$ cat config.mk
export PLATFORM = sky130hd
export DESIGN_NAME = ram32_arbiter
export DESIGN_NICKNAME = d
export VERILOG_FILES = /design/src/rtl/ram32_ctrl_pkg.sv /design/src/rtl/rr_arb2.sv /design/src/rtl/ram32_arbiter.sv
export SDC_FILE = /design/constraint.sdc
export NUM_CORES = 1
export LEC_CHECK = 0
export ABC_AREA = 1
export CORE_MARGIN = 1.5
export CORE_UTILIZATION = 45
export DETAILED_ROUTE_END_ITERATION = 10
export PLACE_DENSITY = 0.81
export SYNTH_ARGS = -nofsm -noshare
export SYNTH_HDL_FRONTEND = slang
export SYNTH_SLANG_ARGS = --single-unit
$ cat constraint.sdc
create_clock -name clk -period 1.46 [get_ports clk]
set_input_delay 0.219 -clock clk [delete_from_list [all_inputs] [get_ports clk]]
set_output_delay 0.219 -clock clk [all_outputs]
set_load 0.03 [all_outputs]
$ cat src/rtl/ram32_ctrl_pkg.sv
// Shared types and constants for the RAM32 sequencer/arbiter.
package ram32_ctrl_pkg;

    localparam int DATA_W_DEF = 16;
    localparam int ADDR_W_DEF = 5;
    localparam int DEPTH_DEF  = 32;

    localparam logic PORT_A = 1'b0;
    localparam logic PORT_B = 1'b1;

    typedef enum logic [1:0] {
        ST_INIT   = 2'd0,
        ST_IDLE   = 2'd1,
        ST_ACCESS = 2'd2
    } state_t;

endpackage

$ cat src/rtl/rr_arb2.sv
// Two-way round-robin arbiter: combinational grant, the port not granted last wins a tie.
// No backpressure of its own; last_grant only advances when the caller takes the grant.
module rr_arb2
    import ram32_ctrl_pkg::*;
(
    input  logic       clk,
    input  logic       rst_n,
    input  logic [1:0] req,
    input  logic       take,
    output logic [1:0] grant
);

    logic last_grant_q, last_grant_d;

    always_comb begin
        grant = req;
        if (req == 2'b11) begin
            grant = (last_grant_q == PORT_A) ? 2'b10 : 2'b01;
        end
    end

    always_comb begin
        last_grant_d = last_grant_q;
        if (take && (grant != 2'b00)) begin
            last_grant_d = grant[1] ? PORT_B : PORT_A;
        end
    end

    // Starting at B lets A win the first tie after reset.
    always_ff @(posedge clk or negedge rst_n) begin
        if (!rst_n) begin
            last_grant_q <= PORT_B;
        end else begin
            last_grant_q <= last_grant_d;
        end
    end

endmodule

$ cat src/rtl/ram32_arbiter.sv
// RAM32 front end: zeroes memory after reset/clr, then serves ports A/B; ack 2 cycles after the req sample.
// Requesters hold req until ack; INIT stalls requests, one RAM access per 2 cycles at most.
module ram32_arbiter
    import ram32_ctrl_pkg::*;
#(
    parameter int DATA_W = DATA_W_DEF,
    parameter int ADDR_W = ADDR_W_DEF,
    parameter int DEPTH  = DEPTH_DEF
) (
    input  logic              clk,
    input  logic              rst_n,
    input  logic              clr,
    output logic              busy,
    input  logic              a_req,
    input  logic              a_we,
    input  logic [ADDR_W-1:0] a_addr,
    input  logic [DATA_W-1:0] a_wdata,
    output logic              a_ack,
    output logic [DATA_W-1:0] a_rdata,
    input  logic              b_req,
    input  logic              b_we,
    input  logic [ADDR_W-1:0] b_addr,
    input  logic [DATA_W-1:0] b_wdata,
    output logic              b_ack,
    output logic [DATA_W-1:0] b_rdata,
    output logic [ADDR_W-1:0] ram_addr,
    output logic [DATA_W-1:0] ram_din,
    output logic              ram_we,
    input  logic [DATA_W-1:0] ram_dout
);

    localparam logic [ADDR_W-1:0] LAST_IDX = ADDR_W'(DEPTH - 1);

    state_t            state_q, state_d;
    logic [ADDR_W-1:0] init_cnt_q, init_cnt_d;
    logic              clr_pend_q, clr_pend_d;
    logic              sel_q, sel_d;
    logic              lat_we_q, lat_we_d;
    logic [ADDR_W-1:0] lat_addr_q, lat_addr_d;
    logic [DATA_W-1:0] lat_wdata_q, lat_wdata_d;
    logic              a_ack_q, a_ack_d, b_ack_q, b_ack_d;
    logic [DATA_W-1:0] a_rdata_q, a_rdata_d, b_rdata_q, b_rdata_d;

    logic [1:0]        elig, grant;
    logic              clr_go, take;
    logic [DATA_W-1:0] acc_data;

    // A port in its ack cycle is masked so a still-held req is not served twice.
    assign elig     = {b_req & ~b_ack_q, a_req & ~a_ack_q};
    assign clr_go   = clr | clr_pend_q;
    assign take     = (state_q == ST_IDLE) & ~clr_go;
    assign acc_data = lat_we_q ? lat_wdata_q : ram_dout;

    rr_arb2 u_arb (
        .clk   (clk),
        .rst_n (rst_n),
        .req   (elig),
        .take  (take),
        .grant (grant)
    );

    always_comb begin
        state_d     = state_q;
        init_cnt_d  = init_cnt_q;
        clr_pend_d  = clr_pend_q;
        sel_d       = sel_q;
        lat_we_d    = lat_we_q;
        lat_addr_d  = lat_addr_q;
        lat_wdata_d = lat_wdata_q;
        a_ack_d     = 1'b0;
        b_ack_d     = 1'b0;
        a_rdata_d   = a_rdata_q;
        b_rdata_d   = b_rdata_q;

        case (state_q)
            ST_INIT: begin
                if (clr) begin
                    init_cnt_d = '0;
                end else if (init_cnt_q == LAST_IDX) begin
                    init_cnt_d = '0;
                    state_d    = ST_IDLE;
                end else begin
                    init_cnt_d = init_cnt_q + ADDR_W'(1);
                end
            end
            ST_IDLE: begin
                if (clr_go) begin
                    state_d    = ST_INIT;
                    init_cnt_d = '0;
                    clr_pend_d = 1'b0;
                end else if (grant != 2'b00) begin
                    state_d     = ST_ACCESS;
                    sel_d       = grant[1] ? PORT_B : PORT_A;
                    lat_we_d    = grant[1] ? b_we    : a_we;
                    lat_addr_d  = grant[1] ? b_addr  : a_addr;
                    lat_wdata_d = grant[1] ? b_wdata : a_wdata;
                end
            end
            ST_ACCESS: begin
                if (clr) begin
                    clr_pend_d = 1'b1;
                end
                state_d = ST_IDLE;
                if (sel_q == PORT_A) begin
                    a_ack_d   = 1'b1;
                    a_rdata_d = acc_data;
                end else begin
                    b_ack_d   = 1'b1;
                    b_rdata_d = acc_data;
                end
            end
            default: begin
                state_d    = ST_INIT;
                init_cnt_d = '0;
            end
        endcase
    end

    // INIT is also the reset state, so its write strobe is qualified by rst_n.
    always_comb begin
        ram_we   = 1'b0;
        ram_addr = '0;
        ram_din  = '0;
        case (state_q)
            ST_INIT: begin
                ram_we   = rst_n;
                ram_addr = init_cnt_q;
            end
            ST_ACCESS: begin
                ram_we   = lat_we_q;
                ram_addr = lat_addr_q;
                ram_din  = lat_wdata_q;
            end
            default: begin
                ram_we = 1'b0;
            end
        endcase
    end

    assign busy    = (state_q == ST_INIT);
    assign a_ack   = a_ack_q;
    assign b_ack   = b_ack_q;
    assign a_rdata = a_rdata_q;
    assign b_rdata = b_rdata_q;

    always_ff @(posedge clk or negedge rst_n) begin
        if (!rst_n) begin
            state_q     <= ST_INIT;
            init_cnt_q  <= '0;
            clr_pend_q  <= 1'b0;
            sel_q       <= PORT_A;
            lat_we_q    <= 1'b0;
            lat_addr_q  <= '0;
            lat_wdata_q <= '0;
            a_ack_q     <= 1'b0;
            b_ack_q     <= 1'b0;
            a_rdata_q   <= '0;
            b_rdata_q   <= '0;
        end else begin
            state_q     <= state_d;
            init_cnt_q  <= init_cnt_d;
            clr_pend_q  <= clr_pend_d;
            sel_q       <= sel_d;
            lat_we_q    <= lat_we_d;
            lat_addr_q  <= lat_addr_d;
            lat_wdata_q <= lat_wdata_d;
            a_ack_q     <= a_ack_d;
            b_ack_q     <= b_ack_d;
            a_rdata_q   <= a_rdata_d;
            b_rdata_q   <= b_rdata_d;
        end
    end

endmodule
==> impl_metrics.json <==
{
  "multiInputGateArea_um2": 1510,
  "cts_htree_levels": 3,
  "arrival_ns": 1.45,
  "skew_ns": 0.00849,
  "setup_slack_ns": -0.213,
  "ios": 122,
  "track_usage_pct": 25.5,
  "drt-pass1-iter-count": 5,
  "die_area_um2": 8040,
  "synth_nets": 524,
  "vias": 3534,
  "reg2reg_depth": 8,
  "gp_routability_congestion": 0.866,
  "ys_seq_area_share_pct": 48.9,
  "grt_pass1_vias": 3393,
  "synth_cell_type_count": 26,
  "antenna_found_initial": 0,
  "finalSetupViolations": 23,
  "yosysWarnings": 0,
  "io_buffers": 121,
  "finalWirelength_um": 10100,
  "critPathKind": "flop to output port",
  "cpMaxStageDelayCell": "dfrtp_1",
  "area_growth_pct": 51.5,
  "grt_start_max_net_pins": 67,
  "ant_nets": 0,
  "numCtsBuffers": 9,
  "final_nets": 666,
  "utilization_pct": 70.6,
  "gr-usage-met1_pct": 32.7,
  "grt_pass1_wl_um": 15500,
  "synth_seq_cells": 66,
  "final_max_slew_viol_count": 0,
  "syn_inst": 457,
  "clk_pin_slew_ns": 0.07,
  "slowest_delay_ns": 0.39,
  "regToRegStartpoint": "state_q[1]$_DFFE_PN0P_",
  "cts_hold_buffers": 0,
  "synth_area_um2": 3380,
  "cp_max_fo": 5,
  "register_area_um2": 1660,
  "die_y_um": 89.6,
  "drc": 0,
  "final_common_cell": "nand2_1",
  "crit_buf_inv": 3,
  "rsz0062_at_grt": "yes",
  "met2_usage_pct": 43.6,
  "maxSlewHeadroom_pct": 45.8,
  "crit_path_end_kind": "output port",
  "power_mw": 10.3,
  "dp_hpwl_um": 7340,
  "reg2reg_to": "lat_addr_q[0]$_DFFE_PN0P_",
  "busiest_layer": "met2",
  "core-area_um2": 7250,
  "syn_avg_cell_area_um2": 7.39,
  "clockBufferDepth": 2,
  "clk_root_buffer_cell": "clkbuf_8",
  "die_w_um": 89.6,
  "tightest_slew_ns": 0.813,
  "hold_viol_final": 0,
  "clk_latency_ns": 0.34,
  "required_ns": 1.24,
  "nFillCells": 579,
  "period_share_pct": 115,
  "powerDensity_nw_per_um2": 2010,
  "avgViaCountPerCell": 5.03,
  "grtUsageMet3_pct": 4.02,
  "critPathTopFamily": "buffers and inverters",
  "rrSetupSlack_ns": 0.04,
  "timing.fmax_mhz": 598,
  "fin_crit_ns": 1.67,
  "holdCritPathClass": "input port to asynchronous set/reset pin",
  "path_cells": "buf_4, nor2_4, inv_4, o21ai_2, buf_6",
  "violations": "setup timing",
  "outcome": "finished, violations left",
  "global_route.overflow_total": 0,
  "antennaDiodeCount": 0,
  "ir_drop_uv": 730,
  "setup_tns_ns": -3.52,
  "num_rows": 31,
  "whs_ns": 0.0692,
  "p_leak_nw": 2.54,
  "start_util_pct": 46.6,
  "cap_violations": 0,
  "start_kind": "flop",
  "wl_per_cell_um": 14.4,
  "drive_gt1_share_pct": 16.9,
  "clock-sinks": 66,
  "cts_tree": "yes",
  "final_cell_mix": "nand2_1, dfrtp_1, clkdlybuf4s50_1, buf_4",
  "dr.first_iter.drc_count": 163
}
==> state kept, by name, summed over array words and instances, names as in the netlist, 2 cells and up <==
register	flops
a_rdata	16
b_rdata	16
init_cnt_q	5
lat_addr_q	5
lat_wdata_q	16
state_q	2
==> Yosys cell counts <==
library cell,instances,area share (%)
a21oi_1,19,2.8
a22o_2,2,0.59
buf_1,2,0.22
buf_2,6,0.89
buf_4,5,1.1
buf_6,2,0.67
clkbuf_1,8,0.89
clkbuf_2,1,0.15
dfrtp_1,65,48
dfstp_2,1,0.78
ha_1,2,0.74
inv_1,33,3.7
inv_2,2,0.22
nand2_1,191,21
nand2_4,2,0.67
nand3_1,26,3.9
nand3_2,1,0.30
nand4_1,3,0.56
nor2_1,38,4.2
nor2_2,1,0.19
nor2_4,3,1.0
nor2_8,1,0.59
o21ai_0,28,4.1
o21ai_1,13,1.9
o22ai_1,1,0.19
xor2_1,1,0.26
==> layer usage <==
metal / share of wire, % / up-vias / wire length, µm
li1: - / 1716 / -
met1: 41 / 1654 / 4150
met2: 51 / 141 / 5180
met3: 5.3 / 23 / 541
met4: 2.5 / 0 / 251
met5: 0 / - / 0
==> report_power, final <==
group	leakage, nW	internal (mW)	switching [mW]	total [mW]
clock network	0.137	1.36	0.720	2.08
logic	1.60	1.80	3.22	5.03
registers	0.800	2.68	0.524	3.20
total	2.54	5.84	4.47	10.3
==> cells by family (layout without fill, tap and decap cells) <==
| family | after synthesis | count (layout) | share of synthesized area (%) |
|---|---|---|---|
| AND/OR/NAND/NOR | 266 | 266 | 32.6 |
| buffers and inverters | 59 | 206 | 7.82 |
| XOR/XNOR | 1 | 1 | 0.259 |
| adder cells (fa/ha/maj) | 2 | 2 | 0.741 |
| AO/OA/AOI/OAI | 63 | 63 | 9.67 |
| flip-flops | 66 | 66 | 48.9 |
==> cell type report <==
cell class	count	share of cell area [%]
Clock inverter	6	2.69
Timing Repair Buffer	155	27.7
Inverter	35	2.69
Sequential cell	66	32.3
Tap cell	99	2.42
Clock buffer	10	2.69
Multi-Input combinational cell	332	29.5
==> worst reg2reg max path, stage by stage, from the launching register on <==
cell     delay [ns]
dfrtp_2        0.48
buf_4          0.17
nor2_4         0.11
nand2_4        0.08
nor2_8         0.13
inv_2          0.07
buf_4          0.15
nand2_1        0.07
nand2_1        0.06
==> how the worst max path moves through the flow <==
stage / from / end / slack [ns] / cells after the start
finish: state_q[0]$_DFFE_PN0P_ / ram_addr[3] / -0.21 / 5
global route: state_q[0]$_DFFE_PN0P_ / ram_addr[3] / -0.29 / 5
floorplan: state_q[1]$_DFFE_PN0P_ / ram_addr[1] / -0.02 / 3
detailed placement: clr / lat_wdata_q[12]$_DFFE_PN0P_ / -0.1 / 8
CTS: state_q[1]$_DFFE_PN0P_ / ram_addr[0] / -0.21 / 4
global placement: b_req / lat_wdata_q[14]$_DFFE_PN0P_ / -0.06 / 9
==> metrics by stage <==
| stage | worst slack (ns) | area (µm²) | std cells |
|---|---|---|---|
| after CTS | -0.212 | 5060 | 700 |
| after global routing | -0.286 | 5120 | 703 |
| after global placement | -0.0567 | 4740 | 678 |
| final | -0.213 | 5120 | 703 |
| after detailed placement | -0.0957 | 4740 | 678 |
| after floorplan | -0.0224 | 3400 | 457 |
==> repair_timing <==
action                     CTS  global route
resized for setup           46            14
setup buffers                6             3
pin swaps                    3             0
cloned                       0             0
setup endpoints to repair   60            41
(Power assumes the default switching activity.)
